==> config.mk <==
export PLATFORM = sky130hd
export DESIGN_NAME = alu_operand_sel_pipe_flat
export DESIGN_NICKNAME = d
export VERILOG_FILES = /design/src/rtl/alu_operand_sel_pipe_if.sv /design/src/rtl/alu_operand_sel_pipe.sv /design/src/flat_wrapper.sv
export SDC_FILE = /design/constraint.sdc
export NUM_CORES = 1
export LEC_CHECK = 0
export BUFFER_PORTS_ARGS = -buffer_cell sky130_fd_sc_hd__buf_2
export CAP_MARGIN = 20
export CORE_ASPECT_RATIO = 1.4
export CORE_MARGIN = 3
export CORE_UTILIZATION = 47
export CTS_CLUSTER_DIAMETER = 80
export CTS_CLUSTER_SIZE = 28
export DETAILED_ROUTE_END_ITERATION = 12
export PLACE_DENSITY_LB_ADDON = 0.25
export SLEW_MARGIN = 20
export SYNTH_ARGS = -nofsm -noshare
export SYNTH_HDL_FRONTEND = slang
export SYNTH_SLANG_ARGS = --single-unit
==> constraint.sdc <==
create_clock -name clk -period 2.67 [get_ports clk]
set_clock_uncertainty 0.15 [all_clocks]
set_input_delay 0.267 -clock clk [delete_from_list [all_inputs] [get_ports clk]]
set_output_delay 0.267 -clock clk [all_outputs]
set_load 0.01 [all_outputs]
==> src/rtl/alu_operand_sel_pipe_if.sv <==
// Operand-select pipe bus: accepts a select index plus the packed operand set
// and returns the registered selected operand with its index and error flag.
interface alu_operand_sel_pipe_if #(
    parameter int WIDTH  = 32,
    parameter int NUM_IN = 4,
    parameter int SEL_W  = 2
);
    logic                    w_InValid;
    logic                    w_InReady;
    logic [SEL_W-1:0]        w_Sel;
    logic [NUM_IN*WIDTH-1:0] w_In;
    logic [WIDTH-1:0]        w_Out;
    logic [SEL_W-1:0]        w_OutSel;
    logic                    w_SelErr;
    logic                    w_OutValid;
    logic                    w_OutReady;

    // Operand source / ALU side (drives the beat, consumes the result)
    modport master (
        output w_InValid, w_Sel, w_In, w_OutReady,
        input  w_InReady, w_Out, w_OutSel, w_SelErr, w_OutValid
    );

    // Selector pipe side
    modport slave (
        input  w_InValid, w_Sel, w_In, w_OutReady,
        output w_InReady, w_Out, w_OutSel, w_SelErr, w_OutValid
    );
endinterface

==> src/rtl/alu_operand_sel_pipe.sv <==
// ALU operand selector: picks one of NUM_IN packed operands by index and
// registers it into a main stage backed by a one-entry skid register, so the
// control FSM can stall the ALU without losing a selected operand.
module alu_operand_sel_pipe #(
    parameter int WIDTH  = 32,
    parameter int NUM_IN = 4,
    parameter int SEL_W  = 2
) (
    input  logic                  clk,
    input  logic                  reset,
    alu_operand_sel_pipe_if.slave bus
);
    localparam int              SLOTS     = 1 << SEL_W;
    localparam logic [SEL_W:0]  NUM_IN_W  = (SEL_W + 1)'(NUM_IN);

    typedef struct packed {
        logic [WIDTH-1:0] data;
        logic [SEL_W-1:0] sel;
        logic             err;
        logic             valid;
    } entry_t;

    localparam entry_t EMPTY = '0;

    entry_t m_reg, m_next;
    entry_t s_reg, s_next;
    entry_t new_beat;

    logic in_ready;
    logic in_fire;
    logic out_fire;

    // Every select code gets a slot; codes beyond NUM_IN read as zero so an
    // illegal select delivers a clean zero operand alongside the error flag.
    logic [WIDTH-1:0] operand [SLOTS];

    generate
        for (genvar gi = 0; gi < SLOTS; gi++) begin : g_slot
            if (gi < NUM_IN) begin : g_live
                assign operand[gi] = bus.w_In[gi*WIDTH +: WIDTH];
            end else begin : g_void
                assign operand[gi] = '0;
            end
        end
    endgenerate

    // Ready depends only on the skid register (and reset), never on w_OutReady.
    assign in_ready = !s_reg.valid && !reset;
    assign in_fire  = bus.w_InValid && in_ready;
    assign out_fire = m_reg.valid && bus.w_OutReady;

    // Build the beat that would be captured this cycle
    always_comb begin
        new_beat       = EMPTY;
        new_beat.data  = operand[bus.w_Sel];
        new_beat.sel   = bus.w_Sel;
        new_beat.err   = ({1'b0, bus.w_Sel} >= NUM_IN_W);
        new_beat.valid = 1'b1;
    end

    // Main/skid next-state: M refills from S first, S only absorbs a beat
    // that arrives while M is stalled.
    always_comb begin
        m_next = m_reg;
        s_next = s_reg;
        if (!m_reg.valid) begin
            if (in_fire) begin
                m_next = new_beat;
            end
        end else if (out_fire) begin
            if (s_reg.valid) begin
                m_next       = s_reg;
                s_next.valid = 1'b0;
            end else if (in_fire) begin
                m_next = new_beat;
            end else begin
                // Clear the whole entry so idle outputs read zero
                m_next = EMPTY;
            end
        end else if (in_fire) begin
            s_next = new_beat;
        end
    end

    // State registers; reset discards any held beat immediately
    always_ff @(posedge clk or posedge reset) begin
        if (reset) begin
            m_reg <= EMPTY;
            s_reg <= EMPTY;
        end else begin
            m_reg <= m_next;
            s_reg <= s_next;
        end
    end

    assign bus.w_InReady  = in_ready;
    assign bus.w_Out      = m_reg.data;
    assign bus.w_OutSel   = m_reg.sel;
    assign bus.w_SelErr   = m_reg.err;
    assign bus.w_OutValid = m_reg.valid;

endmodule

==> src/flat_wrapper.sv <==
// flat-port wrapper written by rule: the top's interface ports become plain ports
module alu_operand_sel_pipe_flat 
#(
    parameter int WIDTH  = 32,
    parameter int NUM_IN = 4,
    parameter int SEL_W  = 2
)
  (clk, reset, bus_w_InValid, bus_w_Sel, bus_w_In, bus_w_OutReady, bus_w_InReady, bus_w_Out, bus_w_OutSel, bus_w_SelErr, bus_w_OutValid);
  alu_operand_sel_pipe_if #(.WIDTH(WIDTH), .NUM_IN(NUM_IN), .SEL_W(SEL_W)) bus_i ();
  input  logic clk;
  input  logic reset;
  input wire logic [$bits(bus_i.w_InValid)-1:0] bus_w_InValid;
  input wire logic [$bits(bus_i.w_Sel)-1:0] bus_w_Sel;
  input wire logic [$bits(bus_i.w_In)-1:0] bus_w_In;
  input wire logic [$bits(bus_i.w_OutReady)-1:0] bus_w_OutReady;
  output wire logic [$bits(bus_i.w_InReady)-1:0] bus_w_InReady;
  output wire logic [$bits(bus_i.w_Out)-1:0] bus_w_Out;
  output wire logic [$bits(bus_i.w_OutSel)-1:0] bus_w_OutSel;
  output wire logic [$bits(bus_i.w_SelErr)-1:0] bus_w_SelErr;
  output wire logic [$bits(bus_i.w_OutValid)-1:0] bus_w_OutValid;
  assign bus_i.w_InValid = bus_w_InValid;
  assign bus_i.w_Sel = bus_w_Sel;
  assign bus_i.w_In = bus_w_In;
  assign bus_i.w_OutReady = bus_w_OutReady;
  assign bus_w_InReady = bus_i.w_InReady;
  assign bus_w_Out = bus_i.w_Out;
  assign bus_w_OutSel = bus_i.w_OutSel;
  assign bus_w_SelErr = bus_i.w_SelErr;
  assign bus_w_OutValid = bus_i.w_OutValid;
  alu_operand_sel_pipe #(.WIDTH(WIDTH), .NUM_IN(NUM_IN), .SEL_W(SEL_W)) u_core (.clk(clk), .reset(reset), .bus(bus_i));
endmodule
======== Word-level counts from Yosys, hierarchy flattened ========
Cells that the tools add are included.
word-level totals
  register bits ........................... 71
  input bits .............................. 134
  output and inout port bits .............. 37
operators by class
  multiplexer cells ....................... 10
  equal/unequal tests ..................... 1
  magnitude comparators ................... 1
  reduce and logical (&&, ||, !) cells .... 10
  bitwise gates (word level) .............. 2
operators by type and width
  cell                                                       number
  2-to-1 mux 36 bit                                          5
  binary-select mux 32 bit (select 2 bit)                    1
  2-to-1 mux 32 bit                                          2
  AND reduction 2 bit                                        2
  nonzero test 2 bit                                         2
  greater-or-equal comparator 3 bit (second input constant)  1
  logical AND 1 bit                                          3
  NOT 2 -> 3 bit                                             1
  AND reduction 3 bit                                        1
  zero test 1 bit                                            2
  2-to-1 mux 1 bit                                           2
  inequality test 2 bit (second input constant)              1
  NOT 1 bit                                                  1

======== Depth between registers and ports, before layout ========
Gate-level depths: netlist of run 1.
  depth in word-level cells ............... 8
  mapped depth ............................ 6
  depth with buffers taken out ............ 3

======== Worst setup path before layout of run 1 ========
No wires, ideal clock.
  path kind ............................... input-to-reg
  from .................................... input port bus_w_Sel[1]
  to ...................................... register u_core.m_reg, in the netlist u_core.bus.w_Out[10]
  cell stages on the path ................. 5
  path slack .............................. 0.829 ns
  library setup time ...................... 0.126 ns
  buffers on the path ..................... 2
  arrival time ............................ 1.565 ns
  path through ............................ clkbuf_1 -> clkbuf_1 -> mux4_2 -> and3_1 -> a221o_1
on the way
  word-level cells in the longest chain between the ends .. 8
  elaborated cells between the ends (all ways) .. 9
RTL lines
  what                                                       RTL line                    RTL
  from (decl)                                                flat_wrapper.sv:13          input wire logic [$bits(bus_i.w_Sel)-1:0] bus_w_Sel;
  NOT 2 -> 3 bit (implied by the code) (*)                   alu_operand_sel_pipe.sv:55  new_beat.data = operand[bus.w_Sel];
  binary-select mux 32 bit (select 2 bit) (*)                alu_operand_sel_pipe.sv:55
  2-to-1 mux 32 bit (implied by the code) (*) (2 in series)  alu_operand_sel_pipe.sv:55
  2-to-1 mux 36 bit                                          alu_operand_sel_pipe.sv:74  end else if (in_fire) begin
  2-to-1 mux 36 bit                                          alu_operand_sel_pipe.sv:71  if (s_reg.valid) begin
  2-to-1 mux 36 bit                                          alu_operand_sel_pipe.sv:70  end else if (out_fire) begin
  2-to-1 mux 36 bit (*)                                      alu_operand_sel_pipe.sv:66  if (!m_reg.valid) begin
  to (signal assigned)                                       alu_operand_sel_pipe.sv:91  m_reg <= m_next;
  to (decl)                                                  alu_operand_sel_pipe.sv:25  entry_t m_reg, m_next;
Every way passes the cells marked *; elsewhere a longest branch is shown, timed or not. The select of a mux whose other input is x is not followed.
A chain may end at the register's enable or synchronous reset.

======== Worst setup path in the final report of run 1 ========
  from .................................... input port reset
  to ...................................... register u_core.s_reg[33] (netlist bit)
on the way
  word-level cells in the longest chain between the ends .. 4
RTL lines
  what                           RTL line                    RTL
  from (decl)                    flat_wrapper.sv:11          input logic reset;
  zero test 1 bit                alu_operand_sel_pipe.sv:48  assign in_ready = !s_reg.valid && !reset;
  logical AND 1 bit              alu_operand_sel_pipe.sv:48
  logical AND 1 bit              alu_operand_sel_pipe.sv:49  assign in_fire = bus.w_InValid && in_ready;
  AND reduction 3 bit (no line)  --
  to (signal assigned)           alu_operand_sel_pipe.sv:92  s_reg <= s_next;
  to (decl)                      alu_operand_sel_pipe.sv:26  entry_t s_reg, s_next;
No other way between the ends.

==> results of run 1 <==
[routing by layer]
layer / up-vias / GRT usage [%] / part of all wire [%]
met1: 1445 / 24.6 / 39
met4: 0 / 8.79 / 1.7
met2: 103 / 35.0 / 53
met5: - / 0 / 0
met3: 12 / 4.39 / 6.2
li1: 1318 / - / -
[logic make-up (layout without fill, tap and decap cells)]
group	after synthesis	after routing	synth area share (%)
AOI/OAI and AO/OA	36	36	9.50
buffers and inverters	30	197	5.06
DFF	70	70	47.5
muxes	69	69	31.3
other	1	1	0.102
and+or+nand+nor	39	39	6.48
[how the worst max path moves through the flow]
| stage | cells after the start | to | slack (ns) | startpoint |
|---|---|---|---|---|
| 2_1_floorplan | 1 | u_core.bus.w_OutSel[0] | 0.48 | reset |
| 3_3_place_gp | 5 | u_core.bus.w_Out[4] | 0.52 | bus_w_Sel[0] |
| 3_5_place_dp | 5 | u_core.bus.w_Out[4] | 0.45 | bus_w_Sel[0] |
| 4_1_cts | 6 | u_core.s_reg[33] | 0.29 | reset |
| 5_1_grt | 6 | u_core.s_reg[34] | 0.17 | reset |
| 6_report | 6 | u_core.s_reg[33] | 0.28 | reset |
[worst reg2reg max path, cell delays in order (launching register included)]
cell and delay (ns):
dfrtp_1 0.39, nor3b_2 0.47, nand2b_2 0.36, buf_4 0.34, mux2_2 0.31
[power by group]
group	total (mW)	internal, mW	switching, mW
logic	1.44	0.804	0.637
registers	1.86	1.57	0.288
clock network	0.727	0.334	0.393
total	4.02	2.70	1.32
[stage by stage]
stage          cells  util, %
5_1_grt          509     63.5
3_5_place_dp     492     61.1
3_3_place_gp     492     61.1
4_1_cts          509     63.5
2_1_floorplan    245        -
6_report         509     63.5
[synthesized netlist by cell type]
cell / n / area share, %
dfrtp_1: 70 / 48
mux2_2: 36 / 11
and3_1: 33 / 5.6
a221o_1: 32 / 8.7
mux4_2: 28 / 17
clkbuf_1: 12 / 1.2
buf_2: 10 / 1.4
mux4_1: 4 / 2.9
buf_12: 3 / 1.6
a21oi_1: 2 / 0.27
a32o_1: 2 / 0.54
inv_1: 2 / 0.20
nand2b_1: 2 / 0.34
buf_4: 1 / 0.20
buf_6: 1 / 0.31
clkbuf_2: 1 / 0.14
conb_1: 1 / 0.10
mux2i_2: 1 / 0.37
nand2_1: 1 / 0.10
nand3_1: 1 / 0.14
nor2_1: 1 / 0.10
nor3b_1: 1 / 0.20
[area by class of cell]
class                           instances  area share (%)
Clock buffer                           10            2.68
Clock inverter                          6           0.815
Inverter                                2           0.158
Multi-Input combinational cell        145            37.1
Sequential cell                        70            36.8
Tap cell                               97            2.55
Timing Repair Buffer                  179            19.9
[timing repair]
item | in CTS | in global routing
hold endpoints to repair | 34 | 0
hold buffers | 1 | 0
endpoints found under the setup margin | 0 | 0
setup buffers | 0 | 0
==> impl_metrics.tcl, run 1 <==
set metrics [dict create \
    crit_path_max_fanout 19 \
    setup_violations 0 \
    finalWirelength_mm 8.90 \
    synth.ff_latch_count 70 \
    root_buffer "clkbuf_8" \
    clk_pin_slew_worst_paths_ns 0.08 \
    hold_viol_final 0 \
    drc_errors 0 \
    vias_per_cell 5.65 \
    whs_ns 0.0207 \
    grt_util_all_layers_pct 20.6 \
    cp-end-kind "flop" \
    ant_nets 0 \
    slew_violations 0 \
    cts_buffer_depth 2 \
    mostFrequentLayoutCell "buf_2" \
    first_pass_iters 6 \
    max-slew-margin-rel_pct 45.3 \
    r2r-end "u_core.s_reg[33]" \
    power_mw 4.02 \
    cp.arrival_ns 2.46 \
    wire_per_inst_um 17.5 \
    htree_levels 3 \
    timing.final.ws_setup_ns 0.276 \
    hp-class "in2reg" \
    yosysWarnings 0 \
    vias 2878 \
    place_ws_ns 0.453 \
    setup_tns_ns 0 \
    core_mm2 0.00750 \
    rows 37 \
    max-vdd-ir-drop_mv 0.401 \
    dp_hpwl_mm 6.41 \
    status "finished clean" \
    die_area_mm2 0.00896 \
    drive_gt1_share_pct 63.3 \
    synthesis.area_mm2 0.00369 \
    placed_area_mm2 0.00458 \
    fillerInstances 621 \
    initial_core_util_pct 49.1 \
    tritoncts "done" \
    startpoint_type "input pin" \
    layout_common_cells "buf_2, dfrtp_1, mux2_2" \
    areaGrowthSynthToFinish_pct 29.1 \
    critPathTopFamily "buffers and inverters" \
    die_w_um 80.8 \
    dr.first_iter.drc_count 88 \
    critPathSlowestCell "dlygate4sd3_1" \
    grt_pass1_vias 3043 \
    ys_types 22 \
    die_h_um 111 \
    fin_crit_sh_pct 89.7 \
    layout.nets 541 \
    avgSynthCellArea_um2 15.0 \
    antenna_found_initial 0 \
    whs_path_depth 2 \
    ctsResizeCount 0 \
    cap_violations 0 \
    area.sequential_mm2 0.00175 \
    p_leak_nw 2.44 \
    ys_seq_area_share_pct 47.5 \
    crit_buf_inv 3 \
    slowest_delay_ns 0.54 \
    critPathKind "in2reg" \
    syn-instance-count 245 \
    grt_pass1_wl_mm 14.3 \
    numCtsBuffers 9 \
    largest_register_ff_count 35 \
    clk_latency_ns 0.33 \
    num_antenna_cells 0 \
    place.gp.congestion 0.713 \
    syn-num-nets 379 \
    top_level_ports 171 \
    r2r_start "u_core.s_reg[0]" \
    worst_pin_slew_ns 0.820 \
    port_buffers 169 \
    multi_input_area_mm2 0.00176 \
    hp-start "bus_w_OutReady" \
    clock-sinks 70 \
    critPathRequiredTime_ns 2.73 \
    overflow 0 \
    rrSetupSlack_ns 0.52 \
    path_cells "dlygate4sd3_1 -> buf_2 -> nor3b_2 -> nand2b_2 -> buf_4 -> mux2_2" \
    final_area_mm2 0.00476 \
    powerDensity_mw_per_mm2 845 \
    rsz0062_at_grt "false" \
    min_to "u_core.s_reg[0]" \
    grt_max_degree 37 \
    rr_worst_depth 4 \
    min_period_ns 2.39 \
    fmax_ghz 0.418 \
]
(Power assumes the default switching activity.)
==> inputs of run 2 (changes only) <==
CORE_UTILIZATION = 48   (was 47)
CTS_BUF_LIST = sky130_fd_sc_hd__clkbuf_8   (was default)
==> run 2 against run 1 <==
Clock-buffer cell count did not move. Critical path type unchanged. Non-clock buffer count grew 1. Total power shrank 0.31%. Critical path depth grew 1.
==> impl_metrics.tcl, run 2 (synthesis gave the netlist of run 1 again) <==
set metrics [dict create \
    status "finished clean" \
    hold_viol_final 0 \
    hp-start "bus_w_OutReady" \
    rsz0062_at_grt "false" \
    hp-class "in2reg" \
    power_mw 4.01 \
    final_area_mm2 0.00475 \
    fin_util_pct 64.1 \
    path_cells "dlygate4sd3_1 -> buf_2 -> nor3b_2 -> buf_4 -> nand2b_2 -> buf_4 -> mux2_2" \
    dp_hpwl_mm 6.15 \
    htree_levels 3 \
    min_to "u_core.s_reg[0]" \
    clk_pin_slew_worst_paths_ns 0.07 \
    critPathMostFrequentCell "buf_4" \
    overflow 0 \
    rrSetupSlack_ns 0.60 \
    largest_register_ff_count 35 \
    critPathRequiredTime_ns 2.74 \
    grt_util_all_layers_pct 20.2 \
    finalWirelength_mm 8.80 \
    wire_per_inst_um 17.3 \
    grt_pass1_vias 2855 \
    critPathKind "in2reg" \
    place.gp.congestion 0.693 \
    rows 37 \
    max-vdd-ir-drop_mv 0.558 \
    root_buffer "clkbuf_8" \
    dr.first_iter.drc_count 127 \
    clk_latency_ns 0.34 \
    timing.final.ws_setup_ns 0.478 \
    slowest_delay_ns 0.53 \
    min_period_ns 2.19 \
    grt_pass1_wl_mm 13.5 \
    cp.arrival_ns 2.26 \
    grt_max_degree 38 \
    worst_pin_slew_ns 0.789 \
    drive_gt1_share_pct 63.0 \
    drc_errors 0 \
    mostFrequentLayoutCell "buf_2" \
    core_mm2 0.00741 \
    die_w_um 80.1 \
    layout_common_cells "buf_2, dfrtp_1, mux2_2" \
    num_antenna_cells 0 \
    areaGrowthSynthToFinish_pct 28.9 \
    first_pass_iters 4 \
    placed_area_mm2 0.00457 \
    place_ws_ns 0.502 \
    cts_buffer_depth 2 \
    setup_tns_ns 0 \
    numCtsBuffers 9 \
    r2r_start "u_core.s_reg[0]" \
    initial_core_util_pct 49.8 \
    max-slew-margin-rel_pct 47.4 \
    p_leak_nw 2.45 \
    startpoint_type "input pin" \
    port_buffers 169 \
    clock-sinks 70 \
    cap_violations 0 \
    slew_violations 0 \
    fmax_ghz 0.456 \
    critPathSlowestCell "dlygate4sd3_1" \
    die_area_mm2 0.00878 \
    r2r-end "u_core.s_reg[31]" \
    crit_path_max_fanout 37 \
    whs_path_depth 2 \
    top_level_ports 171 \
    setup_violations 0 \
    vias_per_cell 5.63 \
    antenna_found_initial 0 \
    cp-end-kind "flop" \
    powerDensity_mw_per_mm2 844 \
    rr_worst_depth 5 \
    ant_nets 0 \
    layout.nets 542 \
    crit_buf_inv 4 \
    tritoncts "done" \
    die_h_um 110 \
    vias 2861 \
    fin_crit_sh_pct 82.1 \
    critPathTopFamily "buffers and inverters" \
]
-- run 2: worst reg2reg max path, cell delays in order (launching register included) --
cell	delay [ns]
dfrtp_1	0.46
nor3b_2	0.30
buf_4	0.39
nand2b_2	0.10
buf_4	0.24
mux2_2	0.32
-- run 2: cell type report --
| class | instances | area (um2) |
|---|---|---|
| sequential | 70 | 1750 |
| inverter | 2 | 7.51 |
| clock inverter | 4 | 17.5 |
| multi-input combinational | 145 | 1760 |
| tap | 97 | 121 |
| clock buffer | 10 | 138 |
| fill | 597 | 2660 |
| timing repair buffer | 180 | 951 |
-- run 2: how the worst max path moves through the flow --
| stage | from | to | slack [ns] | cells after the start |
|---|---|---|---|---|
| 5_1_grt | reset | u_core.s_reg[16] | 0.40 | 7 |
| 6_report | reset | u_core.s_reg[31] | 0.48 | 7 |
| 3_5_place_dp | u_core.bus.w_OutValid | u_core.bus.w_OutSel[0] | 0.50 | 2 |
| 3_3_place_gp | u_core.bus.w_OutValid | u_core.bus.w_OutSel[0] | 0.53 | 2 |
| 2_1_floorplan | reset | u_core.bus.w_OutSel[0] | 0.48 | 1 |
| 4_1_cts | reset | u_core.bus.w_OutSel[0] | 0.49 | 5 |
-- run 2: per-stage QoR --
step                      hold slack, ns  cells
after floorplan                    0.203    245
after global placement             0.218    492
after detailed placement           0.220    492
after CTS                        0.00121    507
after global routing              0.0242    508
final                             0.0262    508
-- run 2: timing repair --
item                      4_1_cts  5_1_grt
buffers inserted                0        0
hold endpoints to repair       24        0
gates resized for setup         0        0
hold buffers                    1        0
-- run 2: report_power, final --
group / switching (mW) / total, mW / internal, mW
combinational: 0.634 / 1.44 / 0.804
clock: 0.368 / 0.710 / 0.342
sequential: 0.292 / 1.86 / 1.57
total: 1.29 / 4.01 / 2.71
-- run 2: per-layer routing --
metal	track usage, %	wire (um)	vias up
met5	0	0	-
met3	5.08	599	9
met2	33.6	4580	100
li1	-	-	1317
met1	26.2	3510	1435
met4	6.16	111	0
==> inputs of run 3 (changes only) <==
clock period = 2.1 ns   (was 2.67 ns; I/O delays follow)
==> run 3 against run 2 <==
Total power increased by 36%. Non-clock buffer count increased by 7. Global-route usage increased by 1.2 points. Wire length increased by 4.0%. Worst setup slack got worse by 0.33 ns. Clock power increased by 73%. Combinational power increased by 30%. Via count increased by 2.2%. Sequential cell count unchanged. Die area unchanged. Critical path type unchanged. Largest power group unchanged.
==> impl_metrics.tcl, run 3 (synthesis gave the netlist of run 1 again) <==
set metrics [dict create \
    grt_pass1_wl_mm 14.5 \
    final_cells 517 \
    tritoncts "done" \
    htree_levels 3 \
    setup_violations 0 \
    fin_util_pct 66.4 \
    die_area_mm2 0.00878 \
    setup_tns_ns 0 \
    startpoint_type "input pin" \
    initial_core_util_pct 49.8 \
    ctsHoldBuffers 2 \
    finalWirelength_mm 9.15 \
    areaGrowthSynthToFinish_pct 33.4 \
    crit_buf_inv 3 \
    rsz0062_at_grt "false" \
    drc_errors 0 \
    top_level_ports 171 \
    powerDensity_mw_per_mm2 1110 \
    min_period_ns 1.95 \
    fillerInstances 599 \
    root_buffer "clkbuf_8" \
    dr.first_iter.drc_count 118 \
    ant_nets 0 \
    worst_pin_slew_ns 0.650 \
    core_mm2 0.00741 \
    die_w_um 80.1 \
    grt_max_degree 35 \
    rows 37 \
    mostFrequentLayoutCell "buf_2" \
    num_antenna_cells 0 \
    die_h_um 110 \
    wire_per_inst_um 17.7 \
    vias 2924 \
    largest_register_ff_count 35 \
    critPathKind "in2reg" \
    numCtsBuffers 9 \
    final_area_mm2 0.00492 \
    clock-sinks 70 \
    hold_viol_final 0 \
    grt_util_all_layers_pct 21.5 \
    hp-class "in2reg" \
    place.gp.congestion 0.759 \
    layout.nets 549 \
    cts_setup_buffers 0 \
    crit_path_max_fanout 14 \
    clk_latency_ns 0.33 \
    critPathTopFamily "buffers and inverters" \
    drive_gt1_share_pct 64.0 \
    cp-end-kind "flop" \
    critPathRequiredTime_ns 2.17 \
    max-slew-margin-rel_pct 56.6 \
    ctsResizeCount 0 \
    layout_common_cells "buf_2, dfrtp_1, mux2_2" \
    fmax_ghz 0.513 \
    critPathSlowestCell "dlygate4sd3_1" \
    max-vdd-ir-drop_mv 0.622 \
    cts_buffer_depth 2 \
    status "finished clean" \
    power_mw 5.47 \
    clk_pin_slew_worst_paths_ns 0.07 \
    slew_violations 0 \
    rrSetupSlack_ns 0.25 \
    cap_violations 0 \
    dp_hpwl_mm 6.81 \
    antenna_found_initial 0 \
    path_cells "dlygate4sd3_1 -> buf_2 -> nor3b_2 -> mux2i_4 -> buf_4 -> a221o_1" \
    fin_crit_sh_pct 92.9 \
    grt_pass1_vias 3011 \
    cp.arrival_ns 2.02 \
    p_leak_nw 2.51 \
    vias_per_cell 5.66 \
    dp_cells 499 \
    placed_area_mm2 0.00466 \
    port_buffers 169 \
    slowest_delay_ns 0.55 \
    first_pass_iters 4 \
    overflow 0 \
]
[run 3: changes by cell type in the layout (fill, tap and decap cells not counted)]
cell	change
buf_12	+3
buf_4	+4
buf_8	-1
bufinv_16	+2
clkbuf_8	+1
clkinv_2	-1
clkinv_4	+1
clkinvlp_4	+2
dlygate4sd3_1	+1
inv_1	-2
inv_2	-1
[run 3: metrics by stage]
step | worst slack (ns) | hold WS, ns
after floorplan | 0.314 | 0.146
after global placement | 0.265 | 0.194
after detailed placement | 0.218 | 0.210
after CTS | 0.132 | 0.175
after global routing | 0.0848 | 0.180
final | 0.150 | 0.187
[run 3: path summary, 6_finish.rpt]
| path | from | endpoint | cells past startpoint |
|---|---|---|---|
| hold / removal | bus_w_In[100] | u_core.s_reg[8] | 3 |
| max in group asynchronous | reset | u_core.s_reg[27] | 4 |
| min in group asynchronous | reset | u_core.bus.w_Out[10] | 3 |
| setup reg to reg | u_core.s_reg[0] | u_core.bus.w_Out[0] | 4 |
| setup / recovery | reset | u_core.bus.w_Out[0] | 6 |
| hold reg to reg | u_core.s_reg[35] | u_core.bus.w_Out[31] | 1 |
[run 3: worst min-delay path: stages]
cell    delay (ns)
buf_2         0.07
mux4_1        0.22
mux2_2        0.14
[run 3: power by group]
part	leakage (nW)	internal, mW	switching (mW)
clock	0.116	0.733	0.495
sequential	0.878	1.99	0.375
combinational	1.52	1.05	0.821
[run 3: layout make-up]
type | count | area, um2 | area share [%]
tap | 97 | 121 | 2.47
timing repair buffer | 187 | 1040 | 21.1
multi-input combinational | 145 | 1760 | 35.9
inverter | 2 | 11.3 | 0.229
clock inverter | 5 | 81.3 | 1.65
clock buffer | 11 | 151 | 3.08
sequential | 70 | 1750 | 35.6
[run 3: per-layer routing]
layer | wire (um) | part of all wire [%] | track usage (%)
met2 | 4990 | 55 | 37.9
met4 | 87 | 0.95 | 6.04
met3 | 564 | 6.2 | 4.59
met1 | 3500 | 38 | 26.6
met5 | 0 | 0 | 0
